[src/rtl/sie_pkg.sv]
// sie_pkg: shared SIE transmit/receive constants (word width, idle line level)
package sie_pkg;
  localparam int DATA_W = 8;
  localparam logic IDLE_BIT = 1'b0;
endpackage

[src/rtl/piso_block.sv]
// piso_block: byte PISO, LOAD captures Parallel_ip, Serial_op shifts out one bit per CLOCK (RST async active-low)
module piso_block #(
  parameter int DATA_W = sie_pkg::DATA_W,
  parameter int LSB_FIRST = 1,
  parameter logic IDLE_BIT = sie_pkg::IDLE_BIT
) (
  input  logic [DATA_W-1:0] Parallel_ip,
  input  logic              CLOCK,
  input  logic              LOAD,
  input  logic              RST,
  output logic              Serial_op
);
  localparam int CW = $clog2(DATA_W) + 1;
  logic [DATA_W-1:0] sreg_q, sreg_d, load_rem, shift_rem;
  logic [CW-1:0] cnt_q, cnt_d;
  logic out_q, out_d, load_first, next_bit;
  assign load_first = LSB_FIRST != 0 ? Parallel_ip[0] : Parallel_ip[DATA_W-1];
  assign load_rem   = LSB_FIRST != 0 ? {IDLE_BIT, Parallel_ip[DATA_W-1:1]} : {Parallel_ip[DATA_W-2:0], IDLE_BIT};
  assign next_bit   = LSB_FIRST != 0 ? sreg_q[0] : sreg_q[DATA_W-1];
  assign shift_rem  = LSB_FIRST != 0 ? {IDLE_BIT, sreg_q[DATA_W-1:1]} : {sreg_q[DATA_W-2:0], IDLE_BIT};
  always_comb begin
    sreg_d = sreg_q;
    cnt_d  = cnt_q;
    out_d  = IDLE_BIT;
    if (LOAD) begin
      out_d  = load_first;
      sreg_d = load_rem;
      cnt_d  = CW'(DATA_W - 1);
    end else if (cnt_q != '0) begin
      out_d  = next_bit;
      sreg_d = shift_rem;
      cnt_d  = cnt_q - 1'b1;
    end
  end
  always_ff @(posedge CLOCK or negedge RST) begin
    if (!RST) begin
      sreg_q <= '0;
      cnt_q  <= '0;
      out_q  <= IDLE_BIT;
    end else begin
      sreg_q <= sreg_d;
      cnt_q  <= cnt_d;
      out_q  <= out_d;
    end
  end
  assign Serial_op = out_q;
endmodule

[config.mk]
export PLATFORM = sky130hd
export DESIGN_NAME = piso_block
export DESIGN_NICKNAME = d
export VERILOG_FILES = /design/src/rtl/sie_pkg.sv /design/src/rtl/piso_block.sv
export SDC_FILE = /design/constraint.sdc
export NUM_CORES = 1
export LEC_CHECK = 0
export BUFFER_PORTS_ARGS = -buffer_cell sky130_fd_sc_hd__buf_4
export CAP_MARGIN = 10
export CORE_AREA = 5 5 42 44
export CTS_CLUSTER_DIAMETER = 60
export DETAILED_ROUTE_END_ITERATION = 8
export DIE_AREA = 0 0 47 49
export GPL_TIMING_DRIVEN = 0
export PLACE_DENSITY_LB_ADDON = 0.2
export SLEW_MARGIN = 20
export SYNTH_ARGS = -nofsm -noshare
export SYNTH_HDL_FRONTEND = slang
export SYNTH_SLANG_ARGS = --single-unit
export TNS_END_PERCENT = 50
[constraint.sdc]
create_clock -name CLOCK -period 1.9 [get_ports CLOCK]
set_input_delay 0 -clock CLOCK [delete_from_list [all_inputs] [get_ports CLOCK]]
set_output_delay 0 -clock CLOCK [all_outputs]
set_load 0.03 [all_outputs]
# After elaboration in Yosys (flattened, before gate mapping)
# Cells that the tools add are included.
[word_totals] reg_bits=13 output_inout_bits=1 wordCells=12
[op_classes] n_addsub=1 mux=6 n_reduce_logical=2
[ops] op="$mux 8" count=2
[ops] op="$mux 4" count=2
[ops] op="$reduce_bool 4->1" count=1
[ops] op="$sub 4x1->4 const B" count=1
[ops] op="$mux 1" count=2
[ops] op="$reduce_bool 2->1" count=1

# Logic depth before layout (Yosys ltp)
[logic_depth] depth_word=3 mapped_depth=6 mapped_depth_nobuf=5

# Least setup slack after synthesis
# Ideal clock, no wire load.
[synth_path] path_kind="reg-to-reg" from="reg cnt_q[0]" to="reg cnt_q[1]" arrival_time_ns=1.289 required_ns=1.776 slack_ns=0.487 stages_incl_launch_ff=6 path_buffers=0 synth_period_minus_slack_ns=1.413 cell_sequence="dfrtp_1 inv_1 ha_1 nor3b_4 nor2_1 a211o_1"
[synth_between] elab_chain_len=3 word_cells_on_any_way=5 cone_classes="add/sub (1); mux (2); reduce/logical (2)"
[synth_lines] element="start: declaration" line="piso_block.sv:15" text="logic [CW-1:0] cnt_q, cnt_d;"
[synth_lines] element="start signal: assignment" line="piso_block.sv:42" text="cnt_q <= cnt_d;"
[synth_lines] element="$sub 4x1->4" line="piso_block.sv:32" text="cnt_d = cnt_q - 1'b1;"
[synth_lines] element="$mux 4" line="piso_block.sv:29" text="end else if (cnt_q != '0) begin"
[synth_lines] element="$mux 4" line="piso_block.sv:25" text="if (LOAD) begin"
# Several ways; a longest one is shown, not always the timed one. The select of a mux whose other input is x is not followed.
# A chain may end at the register's enable or synchronous reset.

# Final worst setup path
# Same ends and word-level chain as after synthesis.

==> impl_metrics.env <==
export IMPL_die_area_mm2=0.00230
export IMPL_synth_top_family_by_area="simple AND/OR/NAND/NOR gates"
export IMPL_cts_buffer_depth=2
export IMPL_slew_limit_headroom_pct=71.3
export IMPL_cts_root_buf="clkbuf_4"
export IMPL_synth_cells=63
export IMPL_p_leak_nw=0.366
export IMPL_via_count=494
export IMPL_clock_sinks=12
export IMPL_hold_viol_final=0
export IMPL_n_antenna_cell=0
export IMPL_cts_buffers=3
export IMPL_combPwrFrac_pct=14.6
export IMPL_grt_overflow_total=0
export IMPL_htreeDepth=1
export IMPL_worst_setup_path_end_kind="flop"
export IMPL_row_count=14
export IMPL_setup_viol_count_final=0
export IMPL_avgSynthCellArea_um2=9.14
export IMPL_fin_crit_ns=1.60
export IMPL_yosys_mux_area_fraction_pct=1.74
export IMPL_grt_start_max_net_pins=13
export IMPL_worstPathArrival_ns=1.77
export IMPL_cts_setup_buffers=0
export IMPL_syn_num_nets=75
export IMPL_drv_slew=0
export IMPL_synth_largest_area_cell="dfrtp_1"
export IMPL_fillers=134
export IMPL_status="completed"
export IMPL_ys_seq_area_share_pct=52.2
export IMPL_hp_class="in2reg"
export IMPL_synth_top_area_share_pct=52.2
export IMPL_period_share_pct=84.2
export IMPL_synth_cell_types=17
export IMPL_grt_usage_pct=12.4
export IMPL_cp_start_kind="flop"
export IMPL_clk_latency_ns=0.28
export IMPL_port_buffers=10
export IMPL_ant_nets=0
export IMPL_synth_area_um2=576
export IMPL_worstMarginPinSlew_ns=0.430
export IMPL_synth_area_leaders="dfrtp_1 52%, a21oi_1 11%, nand2_1 8.5%"
export IMPL_grt_antenna_before_repair=0
export IMPL_yosys_top_cells_count="13 x a21oi_1, 13 x nand2_1, 12 x dfrtp_1"
export IMPL_drt_pass1_iterations=3
export IMPL_rsz0062_at_grt="false"
export IMPL_fp_dieH_um=49
export IMPL_dp_cells=89
export IMPL_synthAdderAreaFrac_pct=2.17
export IMPL_synth_edff_count=0
export IMPL_worst_ir_drop_vdd_uv=456
export IMPL_synth_flop_cell="dfrtp_1"
export IMPL_power_density_mw_per_mm2=734
export IMPL_dp_hpwl_um=770
export IMPL_core_mm2=0.00140
export IMPL_fp_dieW_um=47
export IMPL_grt_pass1_vias=451
export IMPL_synth_async_reset_ratio_pct=100
export IMPL_gp_congestion=0.721
export IMPL_p_seq_share_pct=49.1
export IMPL_switching_share_pct=24.9
export IMPL_ff2ff_setup_slack_ns=0.30
export IMPL_drc_errors=0
export IMPL_grt_pass1_wl_um=1980
export IMPL_synthXorXnorAreaFrac_pct=0
export IMPL_fin_setup_tns_ns=0
export IMPL_final_nets=99
export IMPL_slowest_stage="nor3b_4"
export IMPL_io_pins=12
export IMPL_synth_simple_gate_area_share_pct=23.9
export IMPL_maxCapViolations=0
export IMPL_criticalPathCategory="reg2reg"
export IMPL_max_freq_mhz=625
export IMPL_area_delta_synth_final_pct=38.5
export IMPL_final_core_util_pct=56.9
export IMPL_pwr_share_clk_pct=36.3
export IMPL_wl_um=1140
export IMPL_internal_power_uw=439
export IMPL_crit_path_max_fanout=10
export IMPL_clk_pin_slew_ns=0.08
export IMPL_p_sw_uw=146
export IMPL_skew_ns=0.000936
export IMPL_synth_compound_area_share_pct=15.9
export IMPL_max_stage_delay_ns=0.43
export IMPL_required_ns=2.07
export IMPL_wl_per_cell_um=11.2
export IMPL_path_cells="inv_1 -> ha_1 -> nor3b_4 -> nor2_1 -> a211o_1"
export IMPL_fin_cells=102
export IMPL_drtIter0Drc=5
export IMPL_synth_seq_cells=12
export IMPL_cts_tree="yes"
export IMPL_yosysWarnings=0
export IMPL_initial_core_util_pct=41.1
export IMPL_drive_gt1_share_pct=18.6
export IMPL_viasPerCell=4.84
-- path summary, 6_finish.rpt --
path / depth (start not counted) / to / startpoint
setup / recovery: 5 / cnt_q[1] / cnt_q[0]
hold / removal: 2 / cnt_q[3] / LOAD
setup reg to reg: 5 / cnt_q[1] / cnt_q[0]
hold reg to reg: 1 / cnt_q[1] / cnt_q[1]
max in group asynchronous: 2 / sreg_q[2] / RST
min in group asynchronous: 2 / cnt_q[0] / RST
-- kinds of logic (layout without fill, tap and decap cells) --
| logic type | after synthesis | count (layout) |
|---|---|---|
| simple gates | 26 | 26 |
| compound gates | 17 | 17 |
| flops | 12 | 12 |
| buf+inv | 6 | 29 |
| fa+ha+maj | 1 | 1 |
| mux | 1 | 1 |
-- flip-flops by register name (all words and copies together) (netlist names) --
name	flops
sreg_q	7
cnt_q	4
Serial_op	1
-- worst max-delay path, delay by kind of cell, from the launching register on --
kind / cells / cell delay (ns)
AND/OR/NAND/NOR: 2 / 0.51
flip-flops: 1 / 0.41
AO/OA/AOI/OAI: 1 / 0.27
adder cells (fa/ha/maj): 1 / 0.22
buffers and inverters: 1 / 0.08
-- power by group through the flow --
stage	sequential, mW	clock, mW	combinational (mW)
after global placement	0.292	0	0.0702
after floorplan	0.294	0	0.0390
after global routing	0.291	0.222	0.0973
after detailed placement	0.292	0	0.0719
final	0.287	0.212	0.0856
after CTS	0.287	0.214	0.0864
-- area by class of cell --
type                            instances  area (um2)  share of cell area, %
Tap cell                               16        20.0                   2.51
Timing Repair Buffer                   19         165                   20.7
Multi-Input combinational cell         45         251                   31.6
Buffer                                  3        12.5                   1.57
Inverter                                3        11.3                   1.41
Sequential cell                        12         300                   37.7
Clock buffer                            4        36.3                   4.55
-- layer usage --
metal  vias to the layer above  track usage (%)  part of all wire (%)
li1                        254                -                     -
met1                       228             15.6                    47
met2                         7             17.6                    46
met3                         5             2.21                   3.3
met4                         0             9.68                   3.9
met5                         -                0                     0
-- metrics by stage --
step / power [mW] / setup slack [ns] / instance area, um2 / hold WS, ns
floorplan: 0.333 / 0.487 / 576 / -0.296
global placement: 0.362 / 0.313 / 671 / -0.151
detailed placement: 0.364 / 0.303 / 671 / -0.151
CTS: 0.588 / 0.297 / 797 / 0.0838
global route: 0.610 / 0.208 / 797 / 0.109
finish: 0.585 / 0.301 / 797 / 0.0772
-- layout by cell type (no fill, tap or decap), types with 2 or more instances in the layout --
cell type / n
inv_1: 3
o21ai_0: 2
nor2b_1: 6
nand2_1: 13
buf_4: 10
clkbuf_1: 2
dlygate4sd3_1: 9
clkbuf_4: 3
dfrtp_1: 12
a21oi_1: 13
nor2_1: 3
-- timing repair --
action,in CTS,in global routing
hold endpoints to repair,20,0
resized for setup,0,0
hold buffers,9,0
No activity file was read; power rests on OpenSTA's default activity.
